File: src/rtl/imem_stall_ctrl_if.sv
// Instruction-memory handshake bundle: requester side (Addr/Rd/Wr -> DataOut/Done/Stall)
// plus the backing-memory req/valid port and the hit/miss statistics.
interface imem_stall_ctrl_if;
    logic [15:0] Addr;
    logic [15:0] DataIn;
    logic        Rd;
    logic        Wr;
    logic        createdump;
    logic [15:0] DataOut;
    logic        Done;
    logic        Stall;
    logic        CacheHit;
    logic        err;
    logic [15:0] mem_addr;
    logic        mem_rd;
    logic        mem_wr;
    logic [15:0] mem_wdata;
    logic [15:0] mem_rdata;
    logic        mem_valid;
    logic [15:0] hit_cnt;
    logic [15:0] miss_cnt;

    // The responder: the stall controller itself.
    modport slave (
        input  Addr, DataIn, Rd, Wr, createdump, mem_rdata, mem_valid,
        output DataOut, Done, Stall, CacheHit, err,
        output mem_addr, mem_rd, mem_wr, mem_wdata, hit_cnt, miss_cnt
    );

    // The environment: fetch-stage requester together with the backing memory.
    modport master (
        output Addr, DataIn, Rd, Wr, createdump, mem_rdata, mem_valid,
        input  DataOut, Done, Stall, CacheHit, err,
        input  mem_addr, mem_rd, mem_wr, mem_wdata, hit_cnt, miss_cnt
    );
endinterface

File: src/rtl/imem_stall_ctrl.sv
// Fetch-stage instruction-memory responder: direct-mapped, one-word-per-line, write-through cache
// in front of a multi-cycle backing memory, with a bounded wait and saturating hit/miss counters.
module imem_stall_ctrl #(
    parameter int LINES   = 8,
    parameter int TIMEOUT = 32
) (
    input  logic             clk,
    input  logic             rst,
    imem_stall_ctrl_if.slave bus
);
    localparam int IDXW = $clog2(LINES);
    localparam int TAGW = 15 - IDXW;
    localparam int CNTW = $clog2(TIMEOUT + 1);

    typedef enum logic [2:0] {
        IDLE, MISS_REQ, MISS_WAIT, WR_REQ, WR_WAIT, RESP
    } state_t;

    state_t            state_q, state_d;
    logic [15:0]       addr_q, addr_d;
    logic [15:0]       wdata_q, wdata_d;
    logic [15:0]       resp_q, resp_d;
    logic              err_q, err_d;
    logic [CNTW-1:0]   tmr_q, tmr_d;
    logic [15:0]       hit_cnt_q, hit_cnt_d;
    logic [15:0]       miss_cnt_q, miss_cnt_d;
    logic [LINES-1:0]  valid_q, valid_d;
    logic [15:0]       line_data_q [LINES];
    logic [TAGW-1:0]   line_tag_q  [LINES];

    logic              line_we, tag_we;
    logic [IDXW-1:0]   line_idx;
    logic [15:0]       line_wdata;

    logic [IDXW-1:0]   req_idx, lat_idx;
    logic [TAGW-1:0]   req_tag;
    logic              req_hit, req_bad;

    logic [15:0]       data_out, mem_addr, mem_wdata;
    logic              done, stall, cache_hit, err_out, mem_rd, mem_wr;

    assign req_idx = bus.Addr[IDXW:1];
    assign req_tag = bus.Addr[15:IDXW+1];
    assign lat_idx = addr_q[IDXW:1];
    assign req_hit = valid_q[req_idx] && (line_tag_q[req_idx] == req_tag);
    assign req_bad = (bus.Rd && bus.Wr) || (bus.Addr[0] && (bus.Rd || bus.Wr));

    always_comb begin
        // NOTE: every signal written here gets a default first, so no path can infer a latch.
        state_d    = state_q;
        addr_d     = addr_q;
        wdata_d    = wdata_q;
        resp_d     = resp_q;
        err_d      = err_q;
        tmr_d      = tmr_q;
        hit_cnt_d  = hit_cnt_q;
        miss_cnt_d = miss_cnt_q;
        valid_d    = valid_q;
        line_we    = 1'b0;
        tag_we     = 1'b0;
        line_idx   = lat_idx;
        line_wdata = bus.mem_rdata;
        data_out   = 16'h0000;
        done       = 1'b0;
        stall      = 1'b0;
        cache_hit  = 1'b0;
        err_out    = 1'b0;
        mem_rd     = 1'b0;
        mem_wr     = 1'b0;
        mem_addr   = 16'h0000;
        mem_wdata  = 16'h0000;

        // Reset silences the combinational hit/error paths too, not just the registers.
        if (rst) begin
            unique case (state_q)
                IDLE: begin
                    if (req_bad) begin
                        done    = 1'b1;
                        err_out = 1'b1;
                    end else if (bus.Rd) begin
                        if (req_hit) begin
                            done      = 1'b1;
                            cache_hit = 1'b1;
                            data_out  = line_data_q[req_idx];
                            if (hit_cnt_q != 16'hFFFF) hit_cnt_d = hit_cnt_q + 16'd1;
                        end else begin
                            stall   = 1'b1;
                            addr_d  = bus.Addr;
                            resp_d  = 16'h0000;
                            err_d   = 1'b0;
                            state_d = MISS_REQ;
                            if (miss_cnt_q != 16'hFFFF) miss_cnt_d = miss_cnt_q + 16'd1;
                        end
                    end else if (bus.Wr) begin
                        stall   = 1'b1;
                        addr_d  = bus.Addr;
                        wdata_d = bus.DataIn;
                        resp_d  = 16'h0000;
                        err_d   = 1'b0;
                        state_d = WR_REQ;
                        // Write-through without allocation: only a resident line is refreshed.
                        if (req_hit) begin
                            line_we    = 1'b1;
                            line_idx   = req_idx;
                            line_wdata = bus.DataIn;
                        end
                    end
                end
                MISS_REQ: begin
                    stall    = 1'b1;
                    mem_rd   = 1'b1;
                    mem_addr = addr_q;
                    tmr_d    = '0;
                    state_d  = MISS_WAIT;
                end
                MISS_WAIT: begin
                    stall    = 1'b1;
                    mem_addr = addr_q;
                    tmr_d    = tmr_q + 1'b1;
                    if (bus.mem_valid) begin
                        line_we          = 1'b1;
                        tag_we           = 1'b1;
                        valid_d[lat_idx] = 1'b1;
                        resp_d           = bus.mem_rdata;
                        state_d          = RESP;
                    end else if (tmr_q == CNTW'(TIMEOUT - 1)) begin
                        err_d   = 1'b1;
                        state_d = RESP;
                    end
                end
                WR_REQ: begin
                    stall     = 1'b1;
                    mem_wr    = 1'b1;
                    mem_addr  = addr_q;
                    mem_wdata = wdata_q;
                    tmr_d     = '0;
                    state_d   = WR_WAIT;
                end
                WR_WAIT: begin
                    stall    = 1'b1;
                    mem_addr = addr_q;
                    tmr_d    = tmr_q + 1'b1;
                    if (bus.mem_valid) begin
                        state_d = RESP;
                    end else if (tmr_q == CNTW'(TIMEOUT - 1)) begin
                        err_d   = 1'b1;
                        state_d = RESP;
                    end
                end
                RESP: begin
                    done     = 1'b1;
                    err_out  = err_q;
                    data_out = resp_q;
                    state_d  = IDLE;
                end
                default: state_d = IDLE;
            endcase
        end
    end

    // NOTE: sequential state uses non-blocking assignments only, so every flop sees pre-edge values.
    always_ff @(posedge clk or negedge rst) begin
        if (!rst) begin
            state_q    <= IDLE;
            addr_q     <= 16'h0000;
            wdata_q    <= 16'h0000;
            resp_q     <= 16'h0000;
            err_q      <= 1'b0;
            tmr_q      <= '0;
            hit_cnt_q  <= 16'h0000;
            miss_cnt_q <= 16'h0000;
            valid_q    <= '0;
        end else begin
            state_q    <= state_d;
            addr_q     <= addr_d;
            wdata_q    <= wdata_d;
            resp_q     <= resp_d;
            err_q      <= err_d;
            tmr_q      <= tmr_d;
            hit_cnt_q  <= hit_cnt_d;
            miss_cnt_q <= miss_cnt_d;
            valid_q    <= valid_d;
        end
    end

    // NOTE: line data and tags are not reset; valid_q alone decides whether a line may be used.
    always_ff @(posedge clk) begin
        if (line_we) line_data_q[line_idx] <= line_wdata;
        if (tag_we)  line_tag_q[lat_idx]   <= addr_q[15:IDXW+1];
    end

    assign bus.DataOut   = data_out;
    assign bus.Done      = done;
    assign bus.Stall     = stall;
    assign bus.CacheHit  = cache_hit;
    assign bus.err       = err_out;
    assign bus.mem_addr  = mem_addr;
    assign bus.mem_rd    = mem_rd;
    assign bus.mem_wr    = mem_wr;
    assign bus.mem_wdata = mem_wdata;
    assign bus.hit_cnt   = hit_cnt_q;
    assign bus.miss_cnt  = miss_cnt_q;
endmodule

File: src/flat_wrapper.sv
// flat-port wrapper written by rule: the top's interface ports become plain ports
module imem_stall_ctrl_flat 
#(
    parameter int LINES   = 8,
    parameter int TIMEOUT = 32
)
  (clk, rst, bus_Addr, bus_DataIn, bus_Rd, bus_Wr, bus_createdump, bus_mem_rdata, bus_mem_valid, bus_DataOut, bus_Done, bus_Stall, bus_CacheHit, bus_err, bus_mem_addr, bus_mem_rd, bus_mem_wr, bus_mem_wdata, bus_hit_cnt, bus_miss_cnt);
  imem_stall_ctrl_if bus_i ();
  input  logic clk;
  input  logic rst;
  input wire logic [$bits(bus_i.Addr)-1:0] bus_Addr;
  input wire logic [$bits(bus_i.DataIn)-1:0] bus_DataIn;
  input wire logic [$bits(bus_i.Rd)-1:0] bus_Rd;
  input wire logic [$bits(bus_i.Wr)-1:0] bus_Wr;
  input wire logic [$bits(bus_i.createdump)-1:0] bus_createdump;
  input wire logic [$bits(bus_i.mem_rdata)-1:0] bus_mem_rdata;
  input wire logic [$bits(bus_i.mem_valid)-1:0] bus_mem_valid;
  output wire logic [$bits(bus_i.DataOut)-1:0] bus_DataOut;
  output wire logic [$bits(bus_i.Done)-1:0] bus_Done;
  output wire logic [$bits(bus_i.Stall)-1:0] bus_Stall;
  output wire logic [$bits(bus_i.CacheHit)-1:0] bus_CacheHit;
  output wire logic [$bits(bus_i.err)-1:0] bus_err;
  output wire logic [$bits(bus_i.mem_addr)-1:0] bus_mem_addr;
  output wire logic [$bits(bus_i.mem_rd)-1:0] bus_mem_rd;
  output wire logic [$bits(bus_i.mem_wr)-1:0] bus_mem_wr;
  output wire logic [$bits(bus_i.mem_wdata)-1:0] bus_mem_wdata;
  output wire logic [$bits(bus_i.hit_cnt)-1:0] bus_hit_cnt;
  output wire logic [$bits(bus_i.miss_cnt)-1:0] bus_miss_cnt;
  assign bus_i.Addr = bus_Addr;
  assign bus_i.DataIn = bus_DataIn;
  assign bus_i.Rd = bus_Rd;
  assign bus_i.Wr = bus_Wr;
  assign bus_i.createdump = bus_createdump;
  assign bus_i.mem_rdata = bus_mem_rdata;
  assign bus_i.mem_valid = bus_mem_valid;
  assign bus_DataOut = bus_i.DataOut;
  assign bus_Done = bus_i.Done;
  assign bus_Stall = bus_i.Stall;
  assign bus_CacheHit = bus_i.CacheHit;
  assign bus_err = bus_i.err;
  assign bus_mem_addr = bus_i.mem_addr;
  assign bus_mem_rd = bus_i.mem_rd;
  assign bus_mem_wr = bus_i.mem_wr;
  assign bus_mem_wdata = bus_i.mem_wdata;
  assign bus_hit_cnt = bus_i.hit_cnt;
  assign bus_miss_cnt = bus_i.miss_cnt;
  imem_stall_ctrl #(.LINES(LINES), .TIMEOUT(TIMEOUT)) u_core (.clk(clk), .rst(rst), .bus(bus_i));
endmodule
File: config.mk
export PLATFORM = sky130hd
export DESIGN_NAME = imem_stall_ctrl_flat
export DESIGN_NICKNAME = d
export VERILOG_FILES = /design/src/rtl/imem_stall_ctrl_if.sv /design/src/rtl/imem_stall_ctrl.sv /design/src/flat_wrapper.sv
export SDC_FILE = /design/constraint.sdc
export NUM_CORES = 1
export LEC_CHECK = 0
export ABC_AREA = 1
export CORE_MARGIN = 5
export CORE_UTILIZATION = 50
export CTS_BUF_LIST = sky130_fd_sc_hd__clkbuf_8
export CTS_CLUSTER_DIAMETER = 200
export DETAILED_ROUTE_END_ITERATION = 8
export PLACE_DENSITY_LB_ADDON = 0.2
export SETUP_SLACK_MARGIN = 0.05
export SLEW_MARGIN = 20
export SYNTH_ARGS = -nofsm -noshare
export SYNTH_HDL_FRONTEND = slang
export SYNTH_SLANG_ARGS = --single-unit
File: constraint.sdc
create_clock -name clk -period 3.71 [get_ports clk]
set_input_delay 0.742 -clock clk [delete_from_list [all_inputs] [get_ports clk]]
set_output_delay 0.742 -clock clk [all_outputs]
set_load 0.03 [all_outputs]
==> results.sh <==
export IMPL_layout_drive_gt1_share_pct=17.20
export IMPL_r2r_end="u_core.line_data_q[3][5]"
export IMPL_gp_congestion=0.8904
export IMPL_clock_sinks=322
export IMPL_cp_arrival_ns=2.84
export IMPL_cts_buffers=53
export IMPL_grt_pass1_vias=11562
export IMPL_clock_latency_ns=0.58
export IMPL_area_growth_syn_to_layout_pct=25.50
export IMPL_cp_end_kind="primary output"
export IMPL_switching_share_pct=31.62
export IMPL_drt_iter0_markers=939
export IMPL_antenna_found_initial=0
export IMPL_power_internal_uw=6661
export IMPL_clkPwrFrac_pct=29.7
export IMPL_tightestPinTransition_ns=1.098
export IMPL_reg2reg_slack_ns=0.86
export IMPL_synth_fp_nets=1670
export IMPL_power_density_mw_per_mm2=518.7
export IMPL_fillers=2417
export IMPL_yosys_top_cells_area="edfxtp_1 (45%), dfrtp_1 (16%), nand2_1 (12%)"
export IMPL_drtPass1Iterations=5
export IMPL_yosysTopAreaCellShare_pct=44.95
export IMPL_cp_slowest_cell="clkbuf_16"
export IMPL_dieArea_mm2=0.03349
export IMPL_crit_path_start_kind="input port"
export IMPL_cts_root_buf="clkbuf_8"
export IMPL_critical_path_max_stage_delay_ns=0.16
export IMPL_clkTransAtPathRegs_ns=0.06
export IMPL_clockBufferDepth=3
export IMPL_ir_worst_vdd_mv=0.3319
export IMPL_syn_avg_cell_area_um2=9.277
export IMPL_fin_crit_sh_pct=96.42
export IMPL_hold_viol=0
export IMPL_finalMaxSlewViolations=0
export IMPL_crit_type="in2out"
export IMPL_max_slew_margin_pct=26.03
export IMPL_core_area_mm2=0.02956
export IMPL_io_buffers=138
export IMPL_hold_path_class="in2async"
export IMPL_layout_nets=1900
export IMPL_syn_inst=1613
export IMPL_clock_skew_ns=0.02059
export IMPL_die_w_um=183
export IMPL_fin_crit_ns=3.577
export IMPL_grt_max_degree=67
export IMPL_rsz0062_at_grt="yes"
export IMPL_cts_tree="built"
export IMPL_cp_cell_sequence="buf_12 -> inv_16 -> buf_12 -> nand2_1 -> nand3_1 -> nand3_1 -> nand3_2 -> nand2_1 -> inv_1 -> nand2_2 -> nor2_2 -> nand2_2 -> nor2_4 -> buf_6 -> nand2_8 -> clkbuf_16 -> o21ai_4 -> nand2_1 -> nand2_2 -> buf_6"
export IMPL_maxCapViolations=0
export IMPL_synth_area_leader_cell="edfxtp_1"
export IMPL_antenna_left=0
export IMPL_p_switching_uw=3080
export IMPL_dieHeight_um=183
export IMPL_pin_count=140
export IMPL_setup_violations=0
export IMPL_grt_overflow_total=0
export IMPL_start_util_pct=50.62
export IMPL_cp_max_fo=8
export IMPL_combPwrFrac_pct=21.6
export IMPL_vias=11913
export IMPL_post_dp_hpwl_um=25420
export IMPL_cp_startpoint="bus_Addr[1]"
export IMPL_ys_warn_count=0
export IMPL_fmax_ghz=0.2796
export IMPL_reg2reg_from="u_core.line_tag_q[4][5]"
export IMPL_rows=63
export IMPL_synth_area_mm2=0.01496
export IMPL_routed_wl_um=38950
export IMPL_finalSetupTns_ns=0
export IMPL_groute_usage_overall_pct=22.59
export IMPL_htreeDepth=2
export IMPL_cp_endpoint="bus_DataOut[10]"
export IMPL_wl_per_cell_um=17.13
export IMPL_critPathRequiredTime_ns=2.97
export IMPL_synth_cell_types=36
export IMPL_seqPwrFrac_pct=48.8
export IMPL_total_power_uw=9741
export IMPL_p_leak_uw=0.008220
export IMPL_routed_via_density=5.239
export IMPL_grt_pass1_wl_um=60660
export IMPL_status="completed"
export IMPL_diodes=0
export IMPL_ff2ff_path_depth=20
export IMPL_yosysSeqAreaShare_pct=61.34
export IMPL_finish_utilization_pct=63.53
export IMPL_synth_seq_cells=322
export IMPL_drc=0
[critical path: cells and delay by family]
| kind | cells | cell delay [ns] |
|---|---|---|
| buf+inv | 7 | 0.85 |
| simple gates | 12 | 1.06 |
| compound gates | 1 | 0.15 |
[cell families after synthesis]
| kind of cell | after synthesis | share of synthesized area, % |
|---|---|---|
| AO/OA/AOI/OAI | 179 | 6.823 |
| XOR/XNOR | 26 | 1.522 |
| adder cells (fa/ha/maj) | 3 | 0.2509 |
| buffers and inverters | 261 | 7.174 |
| flip-flops | 322 | 61.34 |
| AND/OR/NAND/NOR | 822 | 22.89 |
[synth_stat cells, drive strengths merged]
cell	n
a21oi	26
a22oi	1
a32o	16
and3	1
buf	38
clkbuf	35
clkinv	2
dfrtp	98
edfxtp	224
ha	3
inv	186
nand2	495
nand3	118
nand3b	1
nand4	30
nor2	150
nor3	13
nor4	5
nor4b	1
o21ai	119
o22ai	16
o31ai	1
or2	8
xnor2	15
xor2	11
[final cells by class]
cell class | instances | area (um2) | share of cell area [%]
flip-flops and latches | 322 | 9179 | 48.87
clock buffers | 62 | 853.3 | 4.544
multi-input cells | 1030 | 4950 | 26.36
inverters | 188 | 724.4 | 3.857
clock inverters | 34 | 138.9 | 0.7395
well taps | 390 | 488.0 | 2.598
repair buffers | 248 | 2447 | 13.03
[routing by layer]
metal | track usage [%] | part of all wire (%) | vias to the layer above
li1 | - | - | 5783
met3 | 3.649 | 6.0 | 83
met1 | 28.67 | 40 | 5647
met2 | 39.44 | 50 | 400
met4 | 8.015 | 3.3 | 0
met5 | 0 | 0 | -
[repair_timing]
item                                    CTS  global route
pin swaps                                 2            16
hold buffers                              1             0
endpoints found under the hold margin     6             0
endpoints found under the setup margin   17            35
buffers inserted                          5             2
gates resized for setup                  18            84
cloned                                    3             5
[flip-flops by register name, indices dropped and copies added, names as in the netlist]
register             count
u_core.line_data_q     128
u_core.line_tag_q       96
u_core.addr_q           16
u_core.bus.hit_cnt      16
u_core.bus.miss_cnt     16
u_core.resp_q           16
u_core.wdata_q          16
u_core.valid_q           8
u_core.tmr_q             6
u_core.state_q           3
u_core.err_q             1
[power groups by stage]
stage | clock network [uW] | registers, uW | logic, uW
after floorplan | 0 | 4780 | 1230
after global placement | 0 | 4790 | 2000
after detailed placement | 0 | 4810 | 2030
after CTS | 2950 | 4740 | 2070
after global routing | 3120 | 4810 | 2320
final | 2890 | 4750 | 2100
[stage by stage]
| step | instances | instance area (um2) | hold WS, ns | worst slack (ns) |
|---|---|---|---|---|
| floorplan | 1613 | 14960 | 0.4394 | 0.2430 |
| CTS | 2268 | 18400 | 0.2816 | 0.004779 |
| global placement | 2163 | 17200 | 0.4519 | -0.2448 |
| detailed placement | 2163 | 17200 | 0.4549 | -0.2257 |
| global route | 2274 | 18780 | 0.3013 | -0.01729 |
| finish | 2274 | 18780 | 0.3041 | 0.1330 |
[worst min-delay path by stage]
stage | startpoint | to | slack [ns] | cells past startpoint
floorplan | u_core.valid_q[1] | u_core.valid_q[1] | 0.44 | 1
CTS | rst | u_core.err_q | 0.28 | 2
global route | rst | u_core.err_q | 0.30 | 2
finish | rst | u_core.err_q | 0.30 | 2
global placement | u_core.valid_q[0] | u_core.valid_q[0] | 0.45 | 1
detailed placement | u_core.valid_q[1] | u_core.valid_q[1] | 0.45 | 1
[layout by cell type (no fill, tap or decap), types with 2 or more instances in the layout]
cell             instances
nor4_1                   5
dfrtp_1                 98
nand3_2                 23
a32o_1                  16
clkbuf_2                 2
clkinv_1                 9
o22ai_1                 16
nand4_1                 29
ha_1                     3
o21ai_1                 29
nor3_1                  13
or2_2                    8
xor2_1                  11
edfxtp_1               224
buf_4                  124
a21oi_1                 26
inv_2                    5
clkdlybuf4s50_1         82
buf_16                   3
clkbuf_16                5
clkinv_2                 6
buf_6                   16
nand2_1                472
clkbuf_8                62
buf_12                  14
nand3_1                 95
nor2_1                 138
nor2_2                   9
o21ai_0                 75
inv_1                  199
nor2_4                   3
nand2_2                 22
xnor2_1                 15
o21ai_2                 14
(Power assumes the default switching activity.)
